==> config.mk <==
export PLATFORM = sky130hd
export DESIGN_NAME = proc_control_unit
export DESIGN_NICKNAME = d
export VERILOG_FILES = /design/src/rtl/proc_control_unit.sv
export SDC_FILE = /design/constraint.sdc
export NUM_CORES = 1
export LEC_CHECK = 0
export BUFFER_PORTS_ARGS = -buffer_cell sky130_fd_sc_hd__clkbuf_2
export CORE_AREA = 5 5 51 53
export CTS_CLUSTER_SIZE = 10
export DETAILED_ROUTE_END_ITERATION = 10
export DIE_AREA = 0 0 56 58
export PLACE_DENSITY = 0.83
export SYNTH_ARGS = -nofsm -noshare
export SYNTH_HDL_FRONTEND = slang
export SYNTH_SLANG_ARGS = --single-unit
==> constraint.sdc <==
create_clock -name clock -period 1.5 [get_ports clock]
set_input_delay 0.225 -clock clock [delete_from_list [all_inputs] [get_ports clock]]
set_output_delay 0.225 -clock clock [all_outputs]
set_load 0.02 [all_outputs]
==> src/rtl/proc_control_unit.sv <==
// Multi-cycle control FSM for the 16-bit simple processor: IR capture and bus/load sequencing.
// Optional build macro PROC_MVNZ_EN enables opcode 110 (mvnz, conditional move on nz).
module proc_control_unit #(
    parameter int DATA_W = 16
) (
    input  logic              clock,
    input  logic              reset,
    input  logic              run,
    input  logic [DATA_W-1:0] din,
    input  logic              nz,
    output logic [8:0]        ir,
    output logic [7:0]        r_out,
    output logic              din_out,
    output logic              g_out,
    output logic [7:0]        r_in,
    output logic              a_in,
    output logic              g_in,
    output logic              addsub,
    output logic              done
);

    typedef enum logic [1:0] {
        T0 = 2'd0,
        T1 = 2'd1,
        T2 = 2'd2,
        T3 = 2'd3
    } state_t;

    localparam logic [2:0] OP_MV   = 3'b000;
    localparam logic [2:0] OP_MVI  = 3'b001;
    localparam logic [2:0] OP_ADD  = 3'b010;
    localparam logic [2:0] OP_SUB  = 3'b011;
`ifdef PROC_MVNZ_EN
    localparam logic [2:0] OP_MVNZ = 3'b110;
`endif

    state_t     state;
    logic       ir_load;
    logic [2:0] op;
    logic [7:0] sel_x;
    logic [7:0] sel_y;

    assign ir_load = run & (state == T0);
    assign op      = ir[8:6];
    assign sel_x   = 8'd1 << ir[5:3];
    assign sel_y   = 8'd1 << ir[2:0];

`ifndef PROC_MVNZ_EN
    logic unused_nz;
    assign unused_nz = nz;
`endif
    // Only the top nine bits of din form the instruction; the rest is immediate data.
    logic unused_din;
    assign unused_din = ^din;

    always_ff @(posedge clock or posedge reset) begin
        if (reset) begin
            state <= T0;
            ir    <= 9'b0;
        end else begin
            case (state)
                T0: begin
                    if (ir_load) begin
                        ir    <= din[DATA_W-1 -: 9];
                        state <= T1;
                    end
                end
                T1: begin
                    if (op == OP_ADD || op == OP_SUB) state <= T2;
                    else                              state <= T0;
                end
                T2:      state <= T3;
                default: state <= T0;
            endcase
        end
    end

    // Moore decode from state and the held IR; nz only matters for mvnz in T1.
    always_comb begin
        r_out   = 8'b0;
        din_out = 1'b0;
        g_out   = 1'b0;
        r_in    = 8'b0;
        a_in    = 1'b0;
        g_in    = 1'b0;
        addsub  = 1'b0;
        done    = 1'b0;
        case (state)
            T1: begin
                case (op)
                    OP_MV: begin
                        r_out = sel_y;
                        r_in  = sel_x;
                        done  = 1'b1;
                    end
                    OP_MVI: begin
                        din_out = 1'b1;
                        r_in    = sel_x;
                        done    = 1'b1;
                    end
                    OP_ADD, OP_SUB: begin
                        r_out = sel_x;
                        a_in  = 1'b1;
                    end
`ifdef PROC_MVNZ_EN
                    OP_MVNZ: begin
                        if (nz) begin
                            r_out = sel_y;
                            r_in  = sel_x;
                        end
                        done = 1'b1;
                    end
`endif
                    default: done = 1'b1;
                endcase
            end
            T2: begin
                r_out  = sel_y;
                g_in   = 1'b1;
                addsub = (op == OP_SUB);
            end
            T3: begin
                g_out = 1'b1;
                r_in  = sel_x;
                done  = 1'b1;
            end
            default: ;
        endcase
    end

endmodule

==> qor.txt, run 1 <==
PwrDens = 2060 nW/um^2
Layout cells sized above 1 = 70.1%
Status = complete, but fails checks
Critical-path cell list = inv_1, ha_4, nand4_1, o22ai_1, buf_4
Relative slew slack = 65.7%
Via/cell ratio = 5.19
Clock latency on the worst-skew pair = 0.26 ns
Post-synth top area share = 37.9%
Ranking of synthesized cells by area = dfrtp_1 38%, mux2_2 14%, ha_1 8.6%
RSZ-0062 raised after global routing = true
Area leader, netlist = dfrtp_1
IO Count = 51
Net count after synthesis = 98
Highest clock rate = 494 MHz
Setup violators final = 22
Syn. warnings = 0
Slew @ Worst Pin = 0.513 ns
Critical Path RT = 1.27 ns
GRT overflow = 0
Clock-pin slew on the worst setup and hold paths = 0.07 ns
Hold Vio Cnt, Final = 0
Largest net degree at the start of global routing = 12
Mapped cell area = 726 um^2
Cts bufs inserted = 3
DR vias = 857
Nets@finish = 163
Yosys cell types = 25
Initial Utilization = 34.5%
H-tree depth = 1
Fillcell total = 143
Worst Path Arrival = 1.80 ns
Core area = 2110 um^2
Deepest clock path buffer count = 2
Setup WS post-layout = -0.524 ns
Detailed Routing Iterations Pass 1 = 4
Met1 usage = 16.9%
Leak pwr = 0.644 nW
First-pass GRT wire length = 4.18 mm
Crit path launch type = flop
Initial drt markers = 22
DIE AREA = 3250 um^2
Final wirelength = 2.72 mm
HPWL Detailed = 1.92 mm
Design area = 1430 um^2
Synth Instances = 73
Worst VDD drop = 0.00110 V
Failing checks = negative setup slack
Sequential area share after synthesis = 37.9%
Final core utilization = 67.8%
Root Driver = clkbuf_4
GRT Max-Usage Layer = met2
CTS tree = yes
Most frequent cells in the layout = 24 x clkbuf_2, 20 x buf_4, 10 x dfrtp_1, 9 x mux2_2
Worst min path class = in2reg
Tmin final = 2.02 ns
Die X = 56 um
Area after DPL = 1150 um^2
CP Class = reg2out
Core Rows = 17
ANT cells = 0
Max_cap viols = 0
Clk_skew = 0.00512 ns
M2 GR Usage = 29.4%
Most common cell after layout, fill and taps aside = clkbuf_2
Crit. End Element = output pin
# DRC = 0
Crit-path slowest cell = dfrtp_2
Met3 usage = 4.23%
Critical path peak fanout = 4
Syn avg cell area = 9.94 um^2
GRT Total Usage = 15.9%
CTS Sinks = 11
#FFs+latches synth = 11
Initial antenna violation count = 0
GPL Wtd Cong = 0.829
WL/cell = 16.5 um
IO buf count = 42
Die height = 58 um
Slew Viols, Final = 0
Fin crit share = 135%
Antenna Nets Post-Route = 0
Max incr delay on CP = 0.42 ns
Vias in the first global route = 886
Area growth syn-to-layout = 96.7%
-- critical path, delay by kind of cell, from the launching register on --
kind	cells	cell delay, ns
flip-flops	1	0.42
adder cells (fa/ha/maj)	1	0.31
AO/OA/AOI/OAI	1	0.27
buffers and inverters	2	0.31
AND/OR/NAND/NOR	1	0.24
-- power by group --
group | switching, mW | total (mW) | internal (mW)
Combinational | 1.11 | 2.07 | 0.964
Clock | 0.0856 | 0.188 | 0.102
Sequential | 0.234 | 0.684 | 0.450
Total | 1.43 | 2.94 | 1.52
-- path summary, 6_finish.rpt --
| kind | startpoint | end | slack, ns | cells after the start |
|---|---|---|---|---|
| min in group asynchronous | reset | ir[8] | 0.47 | 3 |
| max in group asynchronous | reset | state[0] | 0.74 | 3 |
| setup reg to reg | state[1] | ir[4] | 0.08 | 6 |
| setup / recovery | state[0] | r_out[6] | -0.52 | 5 |
| hold reg to reg | ir[2] | ir[2] | 0.61 | 1 |
| hold / removal | din[9] | ir[2] | 0.20 | 2 |
-- synthesized netlist by cell type --
cell,n
dfrtp_1,11
nand4b_1,1
and2_1,1
o32ai_1,2
nor2_1,9
nor4b_2,1
a21o_1,1
or2b_1,1
nor2b_1,1
a21oi_1,1
inv_1,4
o211ai_1,2
ha_1,5
nor3b_1,1
nand2b_1,5
nand2_1,4
nand4_1,1
o21ai_0,1
o21bai_1,1
mux2_2,9
and3b_2,1
or2_2,1
mux2i_1,1
o22ai_1,7
a31oi_1,1
-- through the flow --
| stage | hold WS, ns | std cells | TNS, ns | setup slack [ns] | total power, mW |
|---|---|---|---|---|---|
| after floorplan | 0.0774 | 73 | -1.47 | -0.197 | 1.66 |
| after global placement | 0.196 | 158 | -1.87 | -0.215 | 2.29 |
| after detailed placement | 0.206 | 158 | -2.91 | -0.293 | 2.36 |
| after CTS | 0.195 | 165 | -8.04 | -0.518 | 2.81 |
| after global routing | 0.198 | 165 | -10.56 | -0.665 | 3.13 |
| final | 0.199 | 165 | -8.54 | -0.524 | 2.94 |
-- registers in the layout (all words and copies together), names as in the netlist --
name,flops
ir,9
state,2
-- logic make-up (layout without fill, tap and decap cells) --
group / Yosys count / in the layout / share of synthesized area, %
muxes: 10 / 10 / 15.3
DFF: 11 / 11 / 37.9
adders and majority gates: 5 / 5 / 8.62
AOI/OAI and AO/OA: 16 / 16 / 14.8
buffers and inverters: 4 / 68 / 2.07
and+or+nand+nor: 27 / 27 / 21.2
-- layout make-up --
class,instances,area [um^2],area share [%]
timing repair buffer,60,483,33.8
clock buffer,4,26.3,1.84
tap,28,35.0,2.45
sequential,11,277,19.4
multi-input combinational,58,592,41.5
inverter,4,15.0,1.05
-- timing repair --
action,4_1_cts,5_1_grt
endpoints found under the setup margin,22,22
pin swaps,11,8
resized for setup,37,22
buffers inserted,2,0
hold buffers,1,0
hold endpoints to repair,11,0
gates cloned,0,0
-- metal layers --
metal  wire length, um  vias up
li1                  -      400
met1              1050      407
met2              1420       42
met3               174        8
met4                78        0
met5                 0        -
Note: power is estimated with default switching activity, not from simulation.
==> run 2, diff against run 1 <==
--- a/config.mk
+++ b/config.mk
@@ -10,6 +10,7 @@
 export CTS_CLUSTER_SIZE = 10
 export DETAILED_ROUTE_END_ITERATION = 10
 export DIE_AREA = 0 0 56 58
+export MAX_ROUTING_LAYER = met4
 export PLACE_DENSITY = 0.83
 export SYNTH_ARGS = -nofsm -noshare
 export SYNTH_HDL_FRONTEND = slang
==> qor.txt, run 2 (synthesis gave the netlist of run 1 again) <==
Status = complete, but fails checks
Failing checks = negative setup slack
CP Class = reg2out
WP buf/inv = 4
Highest clock rate = 470 MHz
Setup TNS = -9.43 ns
WL/cell = 18.2 um
Biggest register = ir
HPWL Detailed = 1.95 mm
Fin crit share = 142%
Worst Path Arrival = 1.90 ns
Multi-input logic area = 601 um^2
Dpl cells = 155
Total power = 3.12 mW
Setup violators final = 22
GRT overflow = 0
Layout cells sized above 1 = 75.2%
Worst min path class = in2reg
Clk_skew = 0.00360 ns
Die height = 58 um
Fillcell total = 122
Sequential Area = 278 um^2
Initial Utilization = 34.5%
M2 GR Usage = 33.4%
Slew @ Worst Pin = 0.484 ns
Critical path peak fanout = 4
Crit-path slowest cell = dfrtp_1
Area growth syn-to-layout = 109%
Largest registers = ir (9), state (2)
GPL Wtd Cong = 0.888
Design area = 1520 um^2
Core Rows = 17
GRT Max-Usage Layer = met2
Final core utilization = 72.2%
Crit. End Element = output pin
Met1 usage = 18.2%
Relative slew slack = 67.6%
Via/cell ratio = 5.17
Initial antenna violation count = 0
IO Count = 51
CTS Sinks = 11
Hold Vio Cnt, Final = 0
Hold Startpoint = din[9]
DIE AREA = 3250 um^2
Antenna Nets Post-Route = 0
Met3 usage = 3.56%
Clock latency on the worst-skew pair = 0.26 ns
Max_cap viols = 0
CP delay by family, top = buffers and inverters
IO buf count = 42
PwrDens = 2050 nW/um^2
Pre-CTS WS = -0.297 ns
Vias in the first global route = 910
Leak pwr = 0.685 nW
Slew Viols, Final = 0
Tmin final = 2.13 ns
ANT cells = 0
CTS tree = yes
DR vias = 895
Largest net degree at the start of global routing = 12
Core area = 2110 um^2
Initial drt markers = 32
Most frequent cells in the layout = 27 x buf_4, 21 x clkbuf_2, 12 x clkbuf_8, 9 x mux2_2, 9 x dfrtp_1
First-pass GRT wire length = 4.44 mm
Area after DPL = 1130 um^2
Reg2Reg Launch Point = state[1]
Critical-path cell list = inv_2, buf_4, ha_4, nand4_1, buf_4, o32ai_2, buf_4
Clock-pin slew on the worst setup and hold paths = 0.06 ns
Nets@finish = 171
Crit path launch type = flop
Detailed Routing Iterations Pass 1 = 4
Largest register FFs = 9
Most common cell after layout, fill and taps aside = buf_4
Cts bufs inserted = 3
Root Driver = clkbuf_4
Most used cell along the critical path = buf_4
WHS = 0.193 ns
Non-Filler Instances = 173
# DRC = 0
Worst VDD drop = 0.00116 V
H-tree depth = 1
Critical path launch point = state[1]
Max incr delay on CP = 0.37 ns
Die X = 56 um
RSZ-0062 raised after global routing = true
Final wirelength = 3.14 mm
Setup WS post-layout = -0.630 ns
GRT Total Usage = 17.8%
Critical Path RT = 1.27 ns
Deepest clock path buffer count = 2
-- run 2: cell types whose count changed in the layout (fill, tap and decap cells not counted), sizes merged --
cell and change:
buf +5, clkbuf +3
-- run 2: repair_timing --
item,in CTS,in global routing
pin swaps,12,6
cloned,0,0
setup buffers,6,7
resized for setup,49,17
endpoints found under the setup margin,22,22
endpoints found under the hold margin,11,0
hold buffers,1,0
-- run 2: final timing paths --
kind,depth (start not counted),slack (ns),end
hold reg to reg,1,0.60,ir[2]
hold / removal,2,0.19,ir[2]
setup / recovery,7,-0.63,r_out[4]
min in group asynchronous,3,0.48,ir[7]
max in group asynchronous,3,0.71,state[0]
setup reg to reg,6,0.06,ir[7]
-- run 2: area by class of cell --
class | count | share of cell area, %
timing repair buffer | 68 | 37.2
inverter | 4 | 0.988
multi-input combinational | 58 | 39.5
tap | 28 | 2.30
sequential | 11 | 18.3
clock buffer | 4 | 1.73
-- run 2: per-layer routing --
metal | share of wire [%] | wire [um]
met1 | 38 | 1200
met2 | 54 | 1680
met3 | 7.3 | 228
met4 | 0.96 | 30
met5 | 0 | 0
-- run 2: where the power goes --
part | internal (mW) | switching (mW) | leakage [nW]
sequential | 0.453 | 0.242 | 0.128
clock | 0.103 | 0.0886 | 0.0150
combinational | 1.08 | 1.16 | 0.542
==> run 3, diff against run 2 <==
--- a/config.mk
+++ b/config.mk
@@ -6,12 +6,13 @@
 export NUM_CORES = 1
 export LEC_CHECK = 0
 export BUFFER_PORTS_ARGS = -buffer_cell sky130_fd_sc_hd__clkbuf_2
-export CORE_AREA = 5 5 51 53
+export CORE_AREA = 5 5 60 62
+export CTS_CLUSTER_DIAMETER = 40
 export CTS_CLUSTER_SIZE = 10
 export DETAILED_ROUTE_END_ITERATION = 10
-export DIE_AREA = 0 0 56 58
+export DIE_AREA = 0 0 65 67
 export MAX_ROUTING_LAYER = met4
-export PLACE_DENSITY = 0.83
+export PLACE_DENSITY = 0.64
 export SYNTH_ARGS = -nofsm -noshare
 export SYNTH_HDL_FRONTEND = slang
 export SYNTH_SLANG_ARGS = --single-unit
==> qor.txt, run 3 (synthesis gave the netlist of run 1 again) <==
Clock-pin slew on the worst setup and hold paths = 0.07 ns
Crit. End Element = output pin
Met1 usage = 12.5%
Highest clock rate = 497 MHz
Multi-input logic area = 583 um^2
Final core utilization = 49.4%
GRT overflow = 0
Vias in the first global route = 884
Worst Path Arrival = 1.79 ns
Crit path launch type = flop
First-pass GRT wire length = 4.25 mm
Fin crit share = 134%
Sequential Area = 278 um^2
Detailed Routing Iterations Pass 1 = 4
Largest net degree at the start of global routing = 12
DIE AREA = 4360 um^2
Nets@finish = 168
Antenna Nets Post-Route = 0
Most common cell after layout, fill and taps aside = buf_4
Status = complete, but fails checks
Max_cap viols = 0
Clk_skew = 0.000309 ns
Die X = 65 um
Non-Filler Instances = 175
Initial Utilization = 24.4%
CP Class = reg2out
DR vias = 842
Worst VDD drop = 0.000634 V
HPWL Detailed = 2.02 mm
Crit-path slowest cell = dfrtp_1
Initial drt markers = 23
Core area = 2980 um^2
RSZ-0062 raised after global routing = true
H-tree depth = 1
PwrDens = 2070 nW/um^2
Tmin final = 2.01 ns
GRT Max-Usage Layer = met2
Die height = 67 um
M2 GR Usage = 25.5%
GRT Total Usage = 13.0%
Initial antenna violation count = 0
ANT cells = 0
Slew @ Worst Pin = 0.437 ns
Cts bufs inserted = 3
Clock latency on the worst-skew pair = 0.26 ns
IO buf count = 42
WL/cell = 14.7 um
Root Driver = clkbuf_4
Critical Path RT = 1.27 ns
Hold Vio Cnt, Final = 0
Failing checks = negative setup slack
CTS Sinks = 11
Critical path peak fanout = 4
Worst min path class = in2reg
Slew Viols, Final = 0
Largest registers = ir (9), state (2)
Fillcell total = 277
Total power = 3.05 mW
Critical-path cell list = inv_2, ha_4, nor4b_4, o211ai_1, o32ai_2, buf_4
Via/cell ratio = 4.81
Leak pwr = 0.672 nW
Relative slew slack = 70.7%
Most frequent cells in the layout = 25 x buf_4, 21 x clkbuf_2, 11 x clkbuf_8, 9 x mux2_2, 9 x dfrtp_1
WHS = 0.194 ns
Dpl cells = 160
Deepest clock path buffer count = 2
Largest register FFs = 9
Met3 usage = 2.36%
Biggest register = ir
Final wirelength = 2.58 mm
# DRC = 0
Setup violators final = 22
Layout cells sized above 1 = 73.9%
Area growth syn-to-layout = 103%
Core Rows = 20
Max incr delay on CP = 0.40 ns
CTS tree = yes
IO Count = 51
GPL Wtd Cong = 0.781
Setup WS post-layout = -0.513 ns
## run 3: changes by cell type in the layout (fill, tap and decap cells not counted), sizes merged
cell / change
buf: -1
clkbuf: -2
## run 3: what timing repair did
action,4_1_cts,5_1_grt
resized for setup,44,19
buffers inserted,3,7
endpoints found under the setup margin,23,22
hold endpoints to repair,11,0
pin swaps,7,11
hold buffers,1,0
## run 3: area by class of cell
class                   instances  area share, %
clock buffers                   4           1.79
flip-flops and latches         11           18.9
well taps                      33           2.81
repair buffers                 65           35.7
inverters                       4           1.19
multi-input cells              58           39.7
## run 3: path summary, 6_finish.rpt
check / endpoint / slack [ns] / cells after the start / from
setup / recovery: r_out[0] / -0.51 / 6 / state[1]
hold / removal: ir[6] / 0.19 / 2 / din[13]
setup reg to reg: ir[8] / 0.05 / 6 / state[1]
hold reg to reg: ir[3] / 0.61 / 1 / ir[3]
max in group asynchronous: state[0] / 0.69 / 3 / reset
min in group asynchronous: ir[7] / 0.49 / 3 / reset
## run 3: metrics by stage
| step | setup WS [ns] | TNS (ns) | area (um^2) |
|---|---|---|---|
| final | -0.513 | -8.48 | 1470 |
| after global routing | -0.663 | -10.18 | 1470 |
| after CTS | -0.515 | -7.79 | 1390 |
| after detailed placement | -0.270 | -3.40 | 1130 |
| after global placement | -0.208 | -2.45 | 1130 |
| after floorplan | -0.197 | -1.47 | 793 |
## run 3: where the power goes
group | leakage (nW) | switching (mW) | internal, mW
clock network | 0.0150 | 0.0915 | 0.103
registers | 0.128 | 0.245 | 0.453
logic | 0.528 | 1.06 | 1.09
total | 0.672 | 1.40 | 1.65
## run 3: worst max-delay path, delay by kind of cell, from the launching register on
kind / cells / cell delay [ns]
fa+ha+maj: 1 / 0.14
compound gates: 2 / 0.53
buf+inv: 2 / 0.27
flops: 1 / 0.40
simple gates: 1 / 0.20
## run 3: metal layers
layer | wire [um] | vias up
met5 | 0 | -
met4 | 15 | 0
met3 | 131 | 2
met2 | 1460 | 29
met1 | 970 | 405
li1 | - | 406
